## src/rtl/lc3_run_controller.sv

```systemverilog
// Run/step/halt controller for the LC-3 core: gates the CPU clock enable and
// freezes the core on the halt state, a breakpoint fetch or an exhausted cycle budget.
module lc3_run_controller #(
  parameter int unsigned          STATE_W     = 6,
  parameter logic [STATE_W-1:0]   HALT_STATE  = 6'b100100,
  parameter logic [STATE_W-1:0]   FETCH_STATE = 6'b010010,
  parameter int unsigned          ADDR_W      = 16,
  parameter int unsigned          NUM_BP      = 2,
  parameter int unsigned          CNT_W       = 32,
  localparam int unsigned         BPI_W       = (NUM_BP > 1) ? $clog2(NUM_BP) : 1
) (
  input  logic                       clk,
  input  logic                       reset_n,
  input  logic                       cmd_run,
  input  logic                       cmd_step,
  input  logic                       cmd_halt,
  input  logic                       cmd_clear,
  input  logic [CNT_W-1:0]           timeout_limit,
  input  logic [NUM_BP*ADDR_W-1:0]   bp_addr,
  input  logic [NUM_BP-1:0]          bp_en,
  input  logic [STATE_W-1:0]         cpu_state,
  input  logic [ADDR_W-1:0]          cpu_pc,
  output logic                       cpu_ce,
  output logic [1:0]                 run_state,
  output logic                       halted,
  output logic                       bp_hit,
  output logic                       timeout,
  output logic [BPI_W-1:0]           bp_index,
  output logic [CNT_W-1:0]           cycle_count,
  output logic [CNT_W-1:0]           instr_count
);

  typedef enum logic [1:0] {
    IDLE    = 2'b00,
    RUN     = 2'b01,
    STEP    = 2'b10,
    STOPPED = 2'b11
  } state_t;

  localparam logic [CNT_W-1:0] CNT_ONE = {{(CNT_W-1){1'b0}}, 1'b1};
  localparam logic [CNT_W-1:0] CNT_MAX = {CNT_W{1'b1}};

  state_t             state_q, state_d;
  logic               first_cyc_q, first_cyc_d;
  logic               halted_q, halted_d;
  logic               bp_hit_q, bp_hit_d;
  logic               timeout_q, timeout_d;
  logic [BPI_W-1:0]   bp_index_q, bp_index_d;
  logic [CNT_W-1:0]   cycle_q, cycle_d;
  logic [CNT_W-1:0]   instr_q, instr_d;

  logic               bp_match_s;
  logic [BPI_W-1:0]   bp_sel_s;
  logic               active_s;
  logic               at_fetch_s;
  logic               halt_cond_s;
  logic               bp_cond_s;
  logic               to_cond_s;
  logic               step_done_s;
  logic               stop_s;

  // Lowest-numbered enabled channel matching the PC wins.
  always_comb begin
    bp_match_s = 1'b0;
    bp_sel_s   = {BPI_W{1'b0}};
    for (int i = NUM_BP - 1; i >= 0; i--) begin
      if (bp_en[i] && (cpu_pc == bp_addr[i*ADDR_W +: ADDR_W])) begin
        bp_match_s = 1'b1;
        bp_sel_s   = BPI_W'(i);
      end else begin
        bp_match_s = bp_match_s;
      end
    end
  end

  assign active_s    = (state_q == RUN) || (state_q == STEP);
  assign at_fetch_s  = (cpu_state == FETCH_STATE);
  assign halt_cond_s = (cpu_state == HALT_STATE);
  assign bp_cond_s   = !first_cyc_q && at_fetch_s && bp_match_s;
  assign to_cond_s   = (timeout_limit != {CNT_W{1'b0}}) && (cycle_q >= timeout_limit);
  assign step_done_s = (state_q == STEP) && !first_cyc_q && at_fetch_s;
  assign stop_s      = active_s &&
                       (halt_cond_s || bp_cond_s || to_cond_s || cmd_halt || step_done_s);
  // The enable is combinational so the core freezes in the very cycle a stop is seen.
  assign cpu_ce      = active_s && !stop_s;

  // Next-state, stop-cause capture, command handling and counter update.
  always_comb begin
    state_d     = state_q;
    first_cyc_d = 1'b0;
    halted_d    = halted_q;
    bp_hit_d    = bp_hit_q;
    timeout_d   = timeout_q;
    bp_index_d  = bp_index_q;
    cycle_d     = cycle_q;
    instr_d     = instr_q;

    if (cpu_ce && (cycle_q != CNT_MAX)) begin
      cycle_d = cycle_q + CNT_ONE;
    end else begin
      cycle_d = cycle_q;
    end
    if (cpu_ce && at_fetch_s && (instr_q != CNT_MAX)) begin
      instr_d = instr_q + CNT_ONE;
    end else begin
      instr_d = instr_q;
    end

    case (state_q)
      RUN, STEP: begin
        if (stop_s) begin
          state_d = STOPPED;
          if (halt_cond_s) begin
            halted_d = 1'b1;
          end else if (bp_cond_s) begin
            bp_hit_d   = 1'b1;
            bp_index_d = bp_sel_s;
          end else if (to_cond_s) begin
            timeout_d = 1'b1;
          end else begin
            halted_d = halted_q;
          end
        end else begin
          state_d = state_q;
        end
      end
      IDLE, STOPPED: begin
        if (cmd_clear) begin
          cycle_d   = {CNT_W{1'b0}};
          instr_d   = {CNT_W{1'b0}};
          halted_d  = 1'b0;
          bp_hit_d  = 1'b0;
          timeout_d = 1'b0;
        end else begin
          cycle_d = cycle_d;
        end
        // A halt pulse here outranks run/step and simply leaves the state alone.
        if (cmd_halt) begin
          state_d = state_q;
        end else if (cmd_run || cmd_step) begin
          state_d     = cmd_run ? RUN : STEP;
          first_cyc_d = 1'b1;
          halted_d    = 1'b0;
          bp_hit_d    = 1'b0;
          timeout_d   = 1'b0;
        end else begin
          state_d = state_q;
        end
      end
      default: begin
        state_d = IDLE;
      end
    endcase
  end

  // State and status registers.
  always_ff @(posedge clk or negedge reset_n) begin
    if (!reset_n) begin
      state_q     <= IDLE;
      first_cyc_q <= 1'b0;
      halted_q    <= 1'b0;
      bp_hit_q    <= 1'b0;
      timeout_q   <= 1'b0;
      bp_index_q  <= {BPI_W{1'b0}};
      cycle_q     <= {CNT_W{1'b0}};
      instr_q     <= {CNT_W{1'b0}};
    end else begin
      state_q     <= state_d;
      first_cyc_q <= first_cyc_d;
      halted_q    <= halted_d;
      bp_hit_q    <= bp_hit_d;
      timeout_q   <= timeout_d;
      bp_index_q  <= bp_index_d;
      cycle_q     <= cycle_d;
      instr_q     <= instr_d;
    end
  end

  assign run_state   = state_q;
  assign halted      = halted_q;
  assign bp_hit      = bp_hit_q;
  assign timeout     = timeout_q;
  assign bp_index    = bp_index_q;
  assign cycle_count = cycle_q;
  assign instr_count = instr_q;

endmodule

```

## config.mk

```make
export PLATFORM = sky130hd
export DESIGN_NAME = lc3_run_controller
export DESIGN_NICKNAME = d
export VERILOG_FILES = /design/src/rtl/lc3_run_controller.sv
export SDC_FILE = /design/constraint.sdc
export NUM_CORES = 1
export LEC_CHECK = 0
export ABC_AREA = 1
export BUFFER_PORTS_ARGS = -buffer_cell sky130_fd_sc_hd__buf_2
export CAP_MARGIN = 20
export CORE_MARGIN = 4
export CORE_UTILIZATION = 51
export CTS_BUF_LIST = sky130_fd_sc_hd__clkbuf_2 sky130_fd_sc_hd__clkbuf_4 sky130_fd_sc_hd__clkbuf_8
export DETAILED_ROUTE_END_ITERATION = 8
export PLACE_DENSITY_LB_ADDON = 0.05
export SYNTH_ARGS = -nofsm -noshare
export SYNTH_HDL_FRONTEND = slang
export SYNTH_SLANG_ARGS = --single-unit
```

## constraint.sdc

```tcl
create_clock -name clk -period 2.1 [get_ports clk]
set_clock_uncertainty 0.2 [all_clocks]
set_input_delay 0 -clock clk [delete_from_list [all_inputs] [get_ports clk]]
set_output_delay 0 -clock clk [all_outputs]
set_load 0.005 [all_outputs]
```

After elaboration in Yosys (flattened, before gate mapping)
Cells that the tools add are included.
Storage, ports and cells
  input port bits: 94
  RAM bits: 0
  bits in latches: 0
  memories: 0
  output and inout bits: 71
  bits in registers: 71
  word-level logic and storage cells: 96
  memory bits (read-only): 0
Cells by class
  order comparisons: 1
  $mul: 0
  add/sub/neg operators: 2
  divide/modulo/power cells: 0
  equal/unequal tests: 17
  reductions and logical operators: 29
  shifts and indexed selects: 0
  bitwise logic cells: 1
  multiplexer cells: 38
Operators by type and width (number)
  $mux 32: 6
  $add 32x1->32 const B: 2
  $ne 32x32->1 const B: 2
  $eq 16x16->1: 2
  $ge 32x32->1: 1
  $reduce_bool 32->1: 1
  $mux 1: 24
  $ne 2x2->1 const B: 8
  $logic_and 1x1->1: 12
  $mux 2: 4
  $reduce_and 4->1: 2
  $eq 6x5->1 const B: 1
  $eq 6x6->1 const B: 1
  $logic_or 1x1->1: 6
  $pmux 1 s2: 3
  $reduce_and 3->1: 2
  $eq 2x2->1 const B: 2
  $pmux 2 s2: 1
  $reduce_or 2->1: 2
  $eq 2x1->1 const B: 1
  $logic_not 1->1: 2
  $logic_not 2->1: 1
  $reduce_and 2->1: 1
  $not 1->1: 1

Logic depth before layout (Yosys ltp)
Gate-level depths: netlist of the first run.
  depth in word-level cells: 17
  gate-level depth with buffers: 20
  gate-level depth less buffers: 20

Worst setup path after synthesis of the first run
Ideal clock, no wire load.
  path type: reg2reg
  start point: register cycle_q[15], in the netlist cycle_count[15]
  end point: register cycle_q[26], in the netlist cycle_count[26]
  cell stages (with the launch flop): 17
  library setup time: 0.118 ns
  arrival time: 2.019 ns
  buffers on the path: 2
  period minus slack after synthesis: 2.337 ns
  slack: -0.237 ns
  required time: 1.782 ns
  cells stage by stage: dfrtp_1 -> ha_1 -> nand2_1 -> nor2_1 -> nand2_1 -> nor2_1 -> nor2_1 -> nand2_1 -> nand2_1 -> a21oi_4 -> nor2_8 -> buf_8 -> buf_8 -> nand4_1 -> nand2_1 -> nand2_1 -> nor2_2
On the way
  cells in the longest elaborated chain, start to end: 12
  elaborated cells between the ends (all ways): 14
  classes of those cells: 1 x add/sub; 1 x order compare; 1 x eq/ne; 3 x mux; 8 x reduce/logical
Ends and longest elaborated chain
  from (decl): line 49  | logic [CNT_W-1:0] cycle_q, cycle_d;
  from (signal assigned): line 165  | cycle_q <= {CNT_W{1'b0}};
  from (signal assigned): line 174  | cycle_q <= cycle_d;
  $ge 32x32->1: line 80  | assign to_cond_s = (timeout_limit != {CNT_W{1'b0}}) && (cycle_q >= timeout_limit);
  $logic_and 1x1->1: line 80
  $logic_or 1x1->1 (3 in series): line 83  | (halt_cond_s || bp_cond_s || to_cond_s || cmd_halt || step_done_s);
  $logic_and 1x1->1: line 82  | assign stop_s = active_s &&
  $logic_not 1->1: line 85  | assign cpu_ce = active_s && !stop_s;
  $logic_and 1x1->1: line 85
  $logic_and 1x1->1: line 98  | if (cpu_ce && (cycle_q != CNT_MAX)) begin
  $mux 32 *: line 98
  $mux 32: line 128  | if (cmd_clear) begin
  $mux 32 *: line 109  | case (state_q)
  via cycle_d[26]: line 49
Mark *: on every way through the listed nets, which the timed path passes. The rest lies on a longest branch.
A chain may end at the register's enable or synchronous reset.

Final worst setup path of the first run
  start point: register cycle_q[3], in the netlist cycle_count[3]
  end point: register cycle_q[30], in the netlist cycle_count[30]
The elaborated chain is that of the path after synthesis.

==> summary.txt, run 1 <==
instance count of the mapped netlist - 1019
grt total ovfl - 0
reg2reg end - cycle_count[30]
Most used DFF post-synth - dfrtp_1
Tcrit/Tclk final - 116%
# IOs - 165
Initial DRC Count - 341
most frequent cells in the layout - nand2_1 (258), inv_1 (192), buf_2 (163), nor2_1 (140), buf_4 (107)
commonest non-fill, non-tap cell in the layout - nand2_1
WP data required - 2.20 ns
final worst slack - -0.344 ns
Critical Path Fanout Max - 8
Post-Syn Area - 6520 um^2
CP startpoint - cycle_count[3]
Starting Density - 51.9%
Syn. warnings - 0
status - complete, but fails checks
CTS H-tree lvls - 3
met3 Use GR - 3.87%
post-route ant nets - 0
RSZ-0062 raised after global routing - true
core area - 12600 um^2
initial antenna violation count - 0
CTS tree - done
fin area - 9060 um^2
worst min path class - in2async
Max Root-Sink Buffers - 2
largest cells by area after synthesis - dfrtp_1 (27%), nand2_1 (16%), inv_1 (11%), nor2_1 (8.2%), ha_1 (6.7%)
CTS sink cnt - 71
Unique masters post-synth - 43
row count - 41
Total Routed Length - 19300 um
worst reg2reg setup slack - -0.34 ns
post-route setup TNS - -18.83 ns
reg-to-reg startpoint - cycle_count[3]
Startpoint Class - flop
# diodes - 0
CTS Root Buffer Type - clkbuf_8
static leakage power - 5.20 nW
Vias - 7257
crit end category - flop
fin crit period - 2.44 ns
syn_nets - 1148
post-synthesis average cell area - 6.40 um^2
Setup Crit Path Kind - reg2reg
register area share after synthesis - 27.3%
Die Area - 14700 um^2
layout overhead on the synthesized area - 39.0%
largest net degree at the start of global routing - 43
pwr/cell area - 546 nW/um^2
first-pass GRT wire length - 31900 um
worst vdd ir - 0.000706 V
worst-margin pin slew - 0.579 ns
final hold violation count - 16
vias in the first global route - 7132
wire per inst - 13.0 um
global route hottest layer - met2
met2 GRT Util - 47.6%
CP arrival - 2.54 ns
DRC viols - 0
Final Max Slew Viols - 0
flops & latches, synth - 71
area post-placement - 8320 um^2
Clock Pin Slew Worst Setup and Hold Paths - 0.08 ns
max_slew headroom - 61.4%
reg2reg path depth - 17
# Max-Cap Violations - 0
failing checks - hold timing, setup timing
final setup fails - 68
grt met1 use - 32.9%
CTS Buf Count - 9
Die X-Extent - 121 um
count of flip-flops with a built-in enable after synthesis - 0
hold_ws - -0.0138 ns
share of cells above drive strength 1 - 31.9%
Worst-Skew Late Latency - 0.37 ns
HPWL after detailed placement - 14900 um
Final #Nets - 1433
Port Buffer Count - 164
fillers - 1130
Synth top area share - 27.3%
die height - 121 um
routability cong. - 0.896
Via density - 4.90
leading area contributor after synthesis - dfrtp_1
DR pass1 iterations - 5
GR Util All Layers - 26.6%
Worst setup endpoint - cycle_count[30]
maximum clock rate - 409 MHz
Async S/R FF share, synth - 100%
how the worst min path moves through the flow:
stage | startpoint | end | slack [ns] | depth (start not counted)
floorplan | reset_n | bp_hit | -0.50 | 0
global placement | reset_n | cycle_count[1] | -0.15 | 2
detailed placement | reset_n | cycle_count[1] | -0.15 | 2
CTS | reset_n | cycle_count[8] | 0.001 | 3
global route | cpu_state[5] | halted | 0.02 | 5
finish | reset_n | cycle_count[7] | -0.01 | 3
power by group:
group,internal (mW),switching (mW),total [mW]
Clock,0.518,0.553,1.07
Sequential,1.43,0.0358,1.46
Combinational,0.950,1.46,2.41
final cells by class:
class | instances | area, um^2 | share of cell area, %
repair inverters | 2 | 27.5 | 0.304
repair buffers | 294 | 1910 | 21.0
multi-input cells | 713 | 4130 | 45.6
flip-flops and latches | 71 | 1780 | 19.7
clock inverters | 2 | 16.3 | 0.180
inverters | 213 | 812 | 8.96
clock buffers | 14 | 168 | 1.85
well taps | 172 | 215 | 2.38
kinds of logic (layout without fill, tap and decap cells):
logic type	after synthesis	count (layout)	share of synthesized area, %
XOR/XNOR	28	28	3.76
flip-flops	71	71	27.3
AND/OR/NAND/NOR	565	565	39.8
adder cells (fa/ha/maj)	35	35	6.72
AO/OA/AOI/OAI	85	85	8.06
buffers and inverters	235	525	14.5
layer usage:
layer	routed length, um	share of wire (%)
met1	8240	43
met2	9840	51
met3	888	4.6
met4	345	1.8
met5	0	0
metrics by stage:
stage          worst slack, ns  power (mW)  util, %  instances  hold slack (ns)
2_1_floorplan           -0.177        2.78        -       1019           -0.496
3_3_place_gp            -0.306        3.49     66.2       1442           -0.145
3_5_place_dp            -0.367        3.52     66.2       1442           -0.152
4_1_cts                 -0.311        4.94     70.8       1482          0.00147
5_1_grt                 -0.510        5.26     72.1       1481           0.0243
6_report                -0.344        4.95     72.1       1481          -0.0138
worst max-delay path: stages (launching register included):
cell	delay (ns)
dfrtp_1	0.38
ha_1	0.32
nand2_2	0.09
inv_1	0.04
nand2_1	0.06
nand2_1	0.06
nand2_1	0.06
nand2_1	0.05
nand2_1	0.05
nand2_1	0.07
nand2_2	0.11
a21oi_4	0.09
nor2_8	0.20
buf_4	0.21
nand4_1	0.16
nand2_1	0.10
nand2_1	0.05
nor2_1	0.08
sequential cells by signal (all words and copies together) (netlist names):
name / flops
instr_count: 32
timeout: 1
cycle_count: 32
bp_index: 1
bp_hit: 1
first_cyc_q: 1
halted: 1
run_state: 2
Yosys cell counts (5+ instances only):
master,n
a21oi_1,37
buf_2,9
clkbuf_1,6
dfrtp_1,71
ha_1,35
inv_1,192
inv_2,20
nand2_1,285
nand3_1,18
nand4_1,49
nand4_2,16
nor2_1,143
nor3_1,21
nor4_1,11
o21ai_0,6
o21ai_1,5
o21bai_1,26
xnor2_1,14
xor2_1,14
what timing repair did:
action | 4_1_cts | 5_1_grt
gates cloned | 3 | 0
resized for setup | 48 | 42
hold buffers | 13 | 0
buffers inserted | 8 | 1
hold endpoints to repair | 95 | 0
endpoints found under the setup margin | 66 | 70
pin swaps | 11 | 25
(Power assumes the default switching activity.)
==> run 2, diff against run 1 <==
--- a/config.mk
+++ b/config.mk
@@ -7,11 +7,12 @@
 export LEC_CHECK = 0
 export ABC_AREA = 1
 export BUFFER_PORTS_ARGS = -buffer_cell sky130_fd_sc_hd__buf_2
-export CAP_MARGIN = 20
 export CORE_MARGIN = 4
 export CORE_UTILIZATION = 51
 export CTS_BUF_LIST = sky130_fd_sc_hd__clkbuf_2 sky130_fd_sc_hd__clkbuf_4 sky130_fd_sc_hd__clkbuf_8
+export CTS_CLUSTER_SIZE = 25
 export DETAILED_ROUTE_END_ITERATION = 8
+export GPL_TIMING_DRIVEN = 0
 export PLACE_DENSITY_LB_ADDON = 0.05
 export SYNTH_ARGS = -nofsm -noshare
 export SYNTH_HDL_FRONTEND = slang
==> summary.txt, run 2 (synthesis gave the netlist of run 1 again) <==
Clk pwr share - 22.8% (+1.2 points)
final hold violation count - 0 (-16)
Max Root-Sink Buffers - 2 (unchanged)
# Max-Cap Violations - 0 (unchanged)
HPWL after detailed placement - 14300 um (-4.4%)
static leakage power - 4.99 nW (-4.2%)
final non-filler cell total - 1438 (-2.9%)
row count - 41 (unchanged)
Port Buffer Count - 164 (unchanged)
Final #Nets - 1390 (-3.0%)
Setup Crit Path Kind - reg2reg
grt total ovfl - 0 (unchanged)
status - complete, but fails checks
CTS Buf Count - 9 (unchanged)
GR Util All Layers - 26.3% (-0.26 points)
sw frac - 41.2% (-0.20 points)
Critical Path Fanout Max - 6 (-2)
first-pass GRT wire length - 31300 um (-1.9%)
die height - 121 um (unchanged)
max_slew headroom - 42.2% (-19 points)
dpl cells - 1356 (-6.0%)
Via density - 5.00 (+2.1%)
pwr/cell area - 603 nW/um^2 (+10%)
share of cells above drive strength 1 - 34.9% (+3.1 points)
wire per inst - 14.4 um (+10%)
vias in the first global route - 6699 (-6.1%)
worst-margin pin slew - 0.864 ns (+0.285 ns)
crit end category - flop
Initial DRC Count - 372 (+9.1%)
WP data required - 2.15 ns (-0.05 ns)
slowest stage delay, CP - 0.44 ns (+0.06 ns)
worst min path class - in2reg
slowest cell on the critical path - dfrtp_1
Final Max Slew Viols - 0 (unchanged)
Die Area - 14700 um^2 (unchanged)
Startpoint Class - flop
final worst slack - -0.458 ns (-0.113 ns)
Final Util - 72.9% (+0.82 points)
most frequent CP cell - nand2_1
most frequent cells in the layout - nand2_1 (245), inv_1 (189), buf_2 (171), nor2_1 (128), nand4_1 (49)
CP Cell Sequence - ha_4, nand2_4, inv_2, nand2_1, nand2_1, nand2_1, nand2_1, nand2_1, nand2_2, nand2_2, a21oi_4, nor2_8, buf_8, buf_12, nand4_1, nand2_1, nand2_1, nor2_2
final setup fails - 68 (unchanged)
Crit path max-delay family - simple AND/OR/NAND/NOR gates
CP arrival - 2.61 ns (+0.07 ns)
Pwr Total - 5.52 mW (+12%)
CP startpoint - cycle_count[3]
RSZ-0062 raised after global routing - true
largest net degree at the start of global routing - 54 (+26%)
CTS Root Buffer Type - clkbuf_8
Switch Pwr - 2.28 mW (+11%)
WP buf/inv - 3 (+1)
Starting Density - 51.9% (unchanged)
Tcrit/Tclk final - 122% (+5.4 points)
reg-to-reg startpoint - cycle_count[3]
CTS sink cnt - 71 (unchanged)
cell-internal power - 3.25 mW (+12%)
core area - 12600 um^2 (unchanged)
DR pass1 iterations - 5 (unchanged)
sequential power share - 26.8% (-2.8 points)
routability cong. - 0.931 (+3.9%)
Clock Pin Slew Worst Setup and Hold Paths - 0.09 ns (about the same)
Die X-Extent - 121 um (unchanged)
Hold Path Origin - cpu_state[3]
# diodes - 0 (unchanged)
fin crit period - 2.56 ns (+0.113 ns)
Worst-Skew Late Latency - 0.37 ns (about the same)
DRC viols - 0 (unchanged)
failing checks - setup timing
Vias - 7195 (-0.85%)
worst vdd ir - 0.000453 V (-36%)
layout overhead on the synthesized area - 40.5%
combinational power share - 50.4% (+1.7 points)
initial antenna violation count - 0 (unchanged)
CTS tree - done
maximum clock rate - 391 MHz (-4.4%)
# IOs - 165 (unchanged)
CTS H-tree lvls - 3 (unchanged)
Total Routed Length - 20700 um (+7.3%)
commonest non-fill, non-tap cell in the layout - nand2_1
post-route ant nets - 0 (unchanged)
==> run 2: cell types whose count changed in the layout (fill, tap and decap cells not counted), moves of 9 or more <==
cell	change
dfrtp_2	+21
nand2_1	-13
nand2_2	+9
a21oi_1	-9
ha_1	-12
dfrtp_1	-21
ha_4	+11
a21oi_2	+11
buf_4	-66
nor2_1	-12
==> run 2: worst paths after layout <==
kind / end / slack (ns) / cells after the start
min in group asynchronous: cycle_count[6] / 0.60 / 4
worst min-delay path: bp_index / 0.02 / 7
worst max register to register: cycle_count[26] / -0.46 / 18
worst max-delay path: cycle_count[26] / -0.46 / 18
max in group asynchronous: cycle_count[20] / 0.46 / 3
worst min register to register: halted / 0.30 / 2
==> run 2: what timing repair did <==
action | in CTS | in global routing
gates cloned | 2 | 3
setup endpoints to repair | 69 | 70
resized for setup | 75 | 94
pin swaps | 19 | 57
endpoints found under the hold margin | 85 | 0
hold buffers | 15 | 0
setup buffers | 36 | 11
==> run 2: stage by stage <==
| stage | instance area, um^2 | setup TNS (ns) | hold WS, ns | setup slack, ns |
|---|---|---|---|---|
| 2_1_floorplan | 6600 | -5.55 | -0.496 | -0.177 |
| 3_3_place_gp | 7630 | -28.86 | 0.0972 | -0.517 |
| 3_5_place_dp | 7660 | -29.40 | -0.300 | -0.508 |
| 4_1_cts | 8640 | -19.96 | 0.0235 | -0.352 |
| 5_1_grt | 9160 | -35.06 | 0.0782 | -0.592 |
| 6_report | 9160 | -26.39 | 0.0189 | -0.458 |
==> run 2: layout make-up <==
class / instances / area [um^2]
repair buffers: 231 / 1520
plain buffers: 22 / 193
flip-flops and latches: 71 / 1810
inverters: 213 / 806
clock buffers: 9 / 124
well taps: 172 / 215
multi-input cells: 713 / 4400
fillers: 1056 / 3410
clock inverters: 7 / 95.1
==> run 2: power groups by stage <==
stage,Sequential [mW],Clock [mW],Combinational (mW)
6_report,1.48,1.26,2.78
2_1_floorplan,1.51,0,1.27
5_1_grt,1.48,1.34,2.97
4_1_cts,1.48,1.29,2.35
3_5_place_dp,1.52,0,1.89
3_3_place_gp,1.52,0,1.87
==> run 2: per-layer routing <==
metal / vias up / GRT usage [%] / share of wire (%)
li1: 3678 / - / -
met1: 3279 / 33.0 / 43
met2: 195 / 47.6 / 50
met3: 43 / 3.08 / 4.4
met4: 0 / 7.29 / 2.5
met5: - / 0 / 0
==> run 2: worst register-to-register path: cells and delay by family (launching register included) <==
kind	cells	cell delay [ns]
AND/OR/NAND/NOR	13	0.89
flip-flops	1	0.44
buffers and inverters	3	0.34
adder cells (fa/ha/maj)	1	0.31
AO/OA/AOI/OAI	1	0.25
==> run 3, diff against run 2 <==
--- a/config.mk
+++ b/config.mk
@@ -7,6 +7,7 @@
 export LEC_CHECK = 0
 export ABC_AREA = 1
 export BUFFER_PORTS_ARGS = -buffer_cell sky130_fd_sc_hd__buf_2
+export CORE_ASPECT_RATIO = 0.7
 export CORE_MARGIN = 4
 export CORE_UTILIZATION = 51
 export CTS_BUF_LIST = sky130_fd_sc_hd__clkbuf_2 sky130_fd_sc_hd__clkbuf_4 sky130_fd_sc_hd__clkbuf_8
==> summary.txt, run 3 (synthesis gave the netlist of run 1 again) <==
pwr/cell area - 568 nW/um^2 (-5.7%)
HPWL after detailed placement - 15000 um (+5.4%)
slowest cell on the critical path - dfrtp_2
post-route ant nets - 0 (unchanged)
CTS Root Buffer Type - clkbuf_8
# IOs - 165 (unchanged)
fin area - 9330 um^2 (+1.9%)
CTS H-tree lvls - 3 (unchanged)
core area - 12500 um^2 (-0.83%)
WP data required - 2.19 ns (+0.04 ns)
fin crit period - 2.54 ns (-0.0205 ns)
max_slew headroom - 43.0% (+0.77 points)
DRC viols - 0 (unchanged)
Crit path max-delay family - simple AND/OR/NAND/NOR gates
largest net degree at the start of global routing - 46 (-15%)
CP Cell Sequence - ha_4, a21o_1, nor2_1, nand2_2, nand2_2, nand2_2, nand2_4, a21oi_4, nor2_8, buf_12, buf_12, nand4_4, nand2_1, nand2_1, nor2_2
Worst-Skew Late Latency - 0.37 ns (about the same)
RSZ-0062 raised after global routing - true
commonest non-fill, non-tap cell in the layout - nand2_1
Setup Crit Path Kind - reg2reg
grt total ovfl - 0 (unchanged)
most frequent CP cell - nand2_2
Final Util - 74.9% (+2.0 points)
die height - 103 um (-15%)
status - complete, but fails checks
first-pass GRT wire length - 32800 um (+4.9%)
Initial DRC Count - 535 (+44%)
Total Routed Length - 21500 um (+3.6%)
final hold violation count - 1 (+1)
most frequent cells in the layout - nand2_1 (238), inv_1 (190), buf_2 (171), nor2_1 (130), nand4_1 (49)
CP arrival - 2.63 ns (+0.02 ns)
WP buf/inv - 2 (-1)
Vias - 7431 (+3.3%)
reg-to-reg startpoint - cycle_count[7]
Die Area - 14700 um^2 (+0.20%)
GR Util All Layers - 28.1% (+1.8 points)
Tcrit/Tclk final - 121% (-0.97 points)
wire per inst - 14.9 um (+3.7%)
Final Max Slew Viols - 0 (unchanged)
CTS sink cnt - 71 (unchanged)
CTS Buf Count - 9 (unchanged)
Hold Path Origin - cpu_state[3]
Clock Pin Slew Worst Setup and Hold Paths - 0.08 ns (about the same)
# Max-Cap Violations - 0 (unchanged)
Max Root-Sink Buffers - 2 (unchanged)
share of cells above drive strength 1 - 35.8% (+0.85 points)
CP startpoint - cycle_count[7]
area post-placement - 7650 um^2 (-0.16%)
initial antenna violation count - 0 (unchanged)
pre-CTS setup slack - -0.525 ns (-0.0167 ns)
final setup fails - 68 (unchanged)
worst vdd ir - 0.000482 V (+6.3%)
Port Buffer Count - 164 (unchanged)
Pwr Total - 5.30 mW (-4.0%)
Die X-Extent - 143 um (+18%)
DR pass1 iterations - 6 (+1)
routability cong. - 0.941 (+1.1%)
final worst slack - -0.437 ns (+0.0205 ns)
# diodes - 0 (unchanged)
row count - 34 (-17%)
maximum clock rate - 394 MHz (+0.81%)
static leakage power - 5.04 nW (+1.0%)
Startpoint Class - flop
failing checks - hold timing, setup timing
vias in the first global route - 6633 (-0.99%)
slowest stage delay, CP - 0.43 ns (about the same)
layout overhead on the synthesized area - 43.2%
worst min path class - in2reg
Via density - 5.17 (+3.4%)
crit end category - flop
worst-margin pin slew - 0.848 ns (-0.0165 ns)
CTS tree - done
Critical Path Fanout Max - 7 (+1)
Final #Nets - 1399 (+0.65%)
Starting Density - 52.3% (+0.43 points)
hold_ws - -0.00624 ns (-0.0251 ns)
[run 3: changes by cell type in the layout (fill, tap and decap cells not counted), sizes merged]
cell	previous run	this run
buf	230	239
bufinv	2	0
clkinv	4	2
clkinvlp	1	3
clkbuf	17	18
inv	213	214
[run 3: path summary, 6_finish.rpt]
kind,slack [ns],cells past startpoint,endpoint
max,-0.44,15,cycle_count[4]
min,-0.006,6,halted
min in group asynchronous,0.48,4,instr_count[26]
min reg2reg,0.30,2,halted
max in group asynchronous,0.95,4,cycle_count[2]
max reg2reg,-0.44,15,cycle_count[4]
[run 3: area by class of cell]
class	instances	area [um^2]
buffer	22	199
clock buffer	10	138
clock inverter	6	45.0
fill	962	3130
inverter	213	810
multi-input combinational	713	4540
sequential	71	1810
tap	162	203
timing repair buffer	240	1590
[run 3: routing by layer]
metal / up-vias / GRT usage (%) / share of wire [%]
met3: 31 / 6.72 / 11
met5: - / 0 / 0
met2: 349 / 42.0 / 42
met1: 3354 / 42.0 / 46
met4: 0 / 4.97 / 1.4
li1: 3697 / - / -
[run 3: what timing repair did]
action / in CTS / in global routing
endpoints found under the hold margin: 85 / 0
setup buffers: 40 / 14
gates cloned: 3 / 3
endpoints found under the setup margin: 69 / 70
hold buffers: 16 / 0
gates resized for setup: 105 / 98
pin swaps: 52 / 55
[run 3: power by group]
part	internal, mW	switching [mW]
clock network	0.465	0.602
registers	1.43	0.0452
logic	1.05	1.71
total	2.94	2.36
[run 3: stage by stage]
step / hold slack [ns] / cells / setup TNS [ns]
after floorplan: -0.496 / 1019 / -5.55
after global placement: 0.107 / 1345 / -27.65
after detailed placement: -0.262 / 1346 / -29.02
after CTS: 0.000761 / 1421 / -21.01
after global routing: 0.0923 / 1437 / -34.69
final: -0.00624 / 1437 / -24.62
[run 3: worst min-delay path, stage by stage]
cell	delay, ns
buf_2	0.09
nor2_1	0.04
nand4_1	0.16
nor2_1	0.05
o21ai_0	0.14
inv_1	0.04
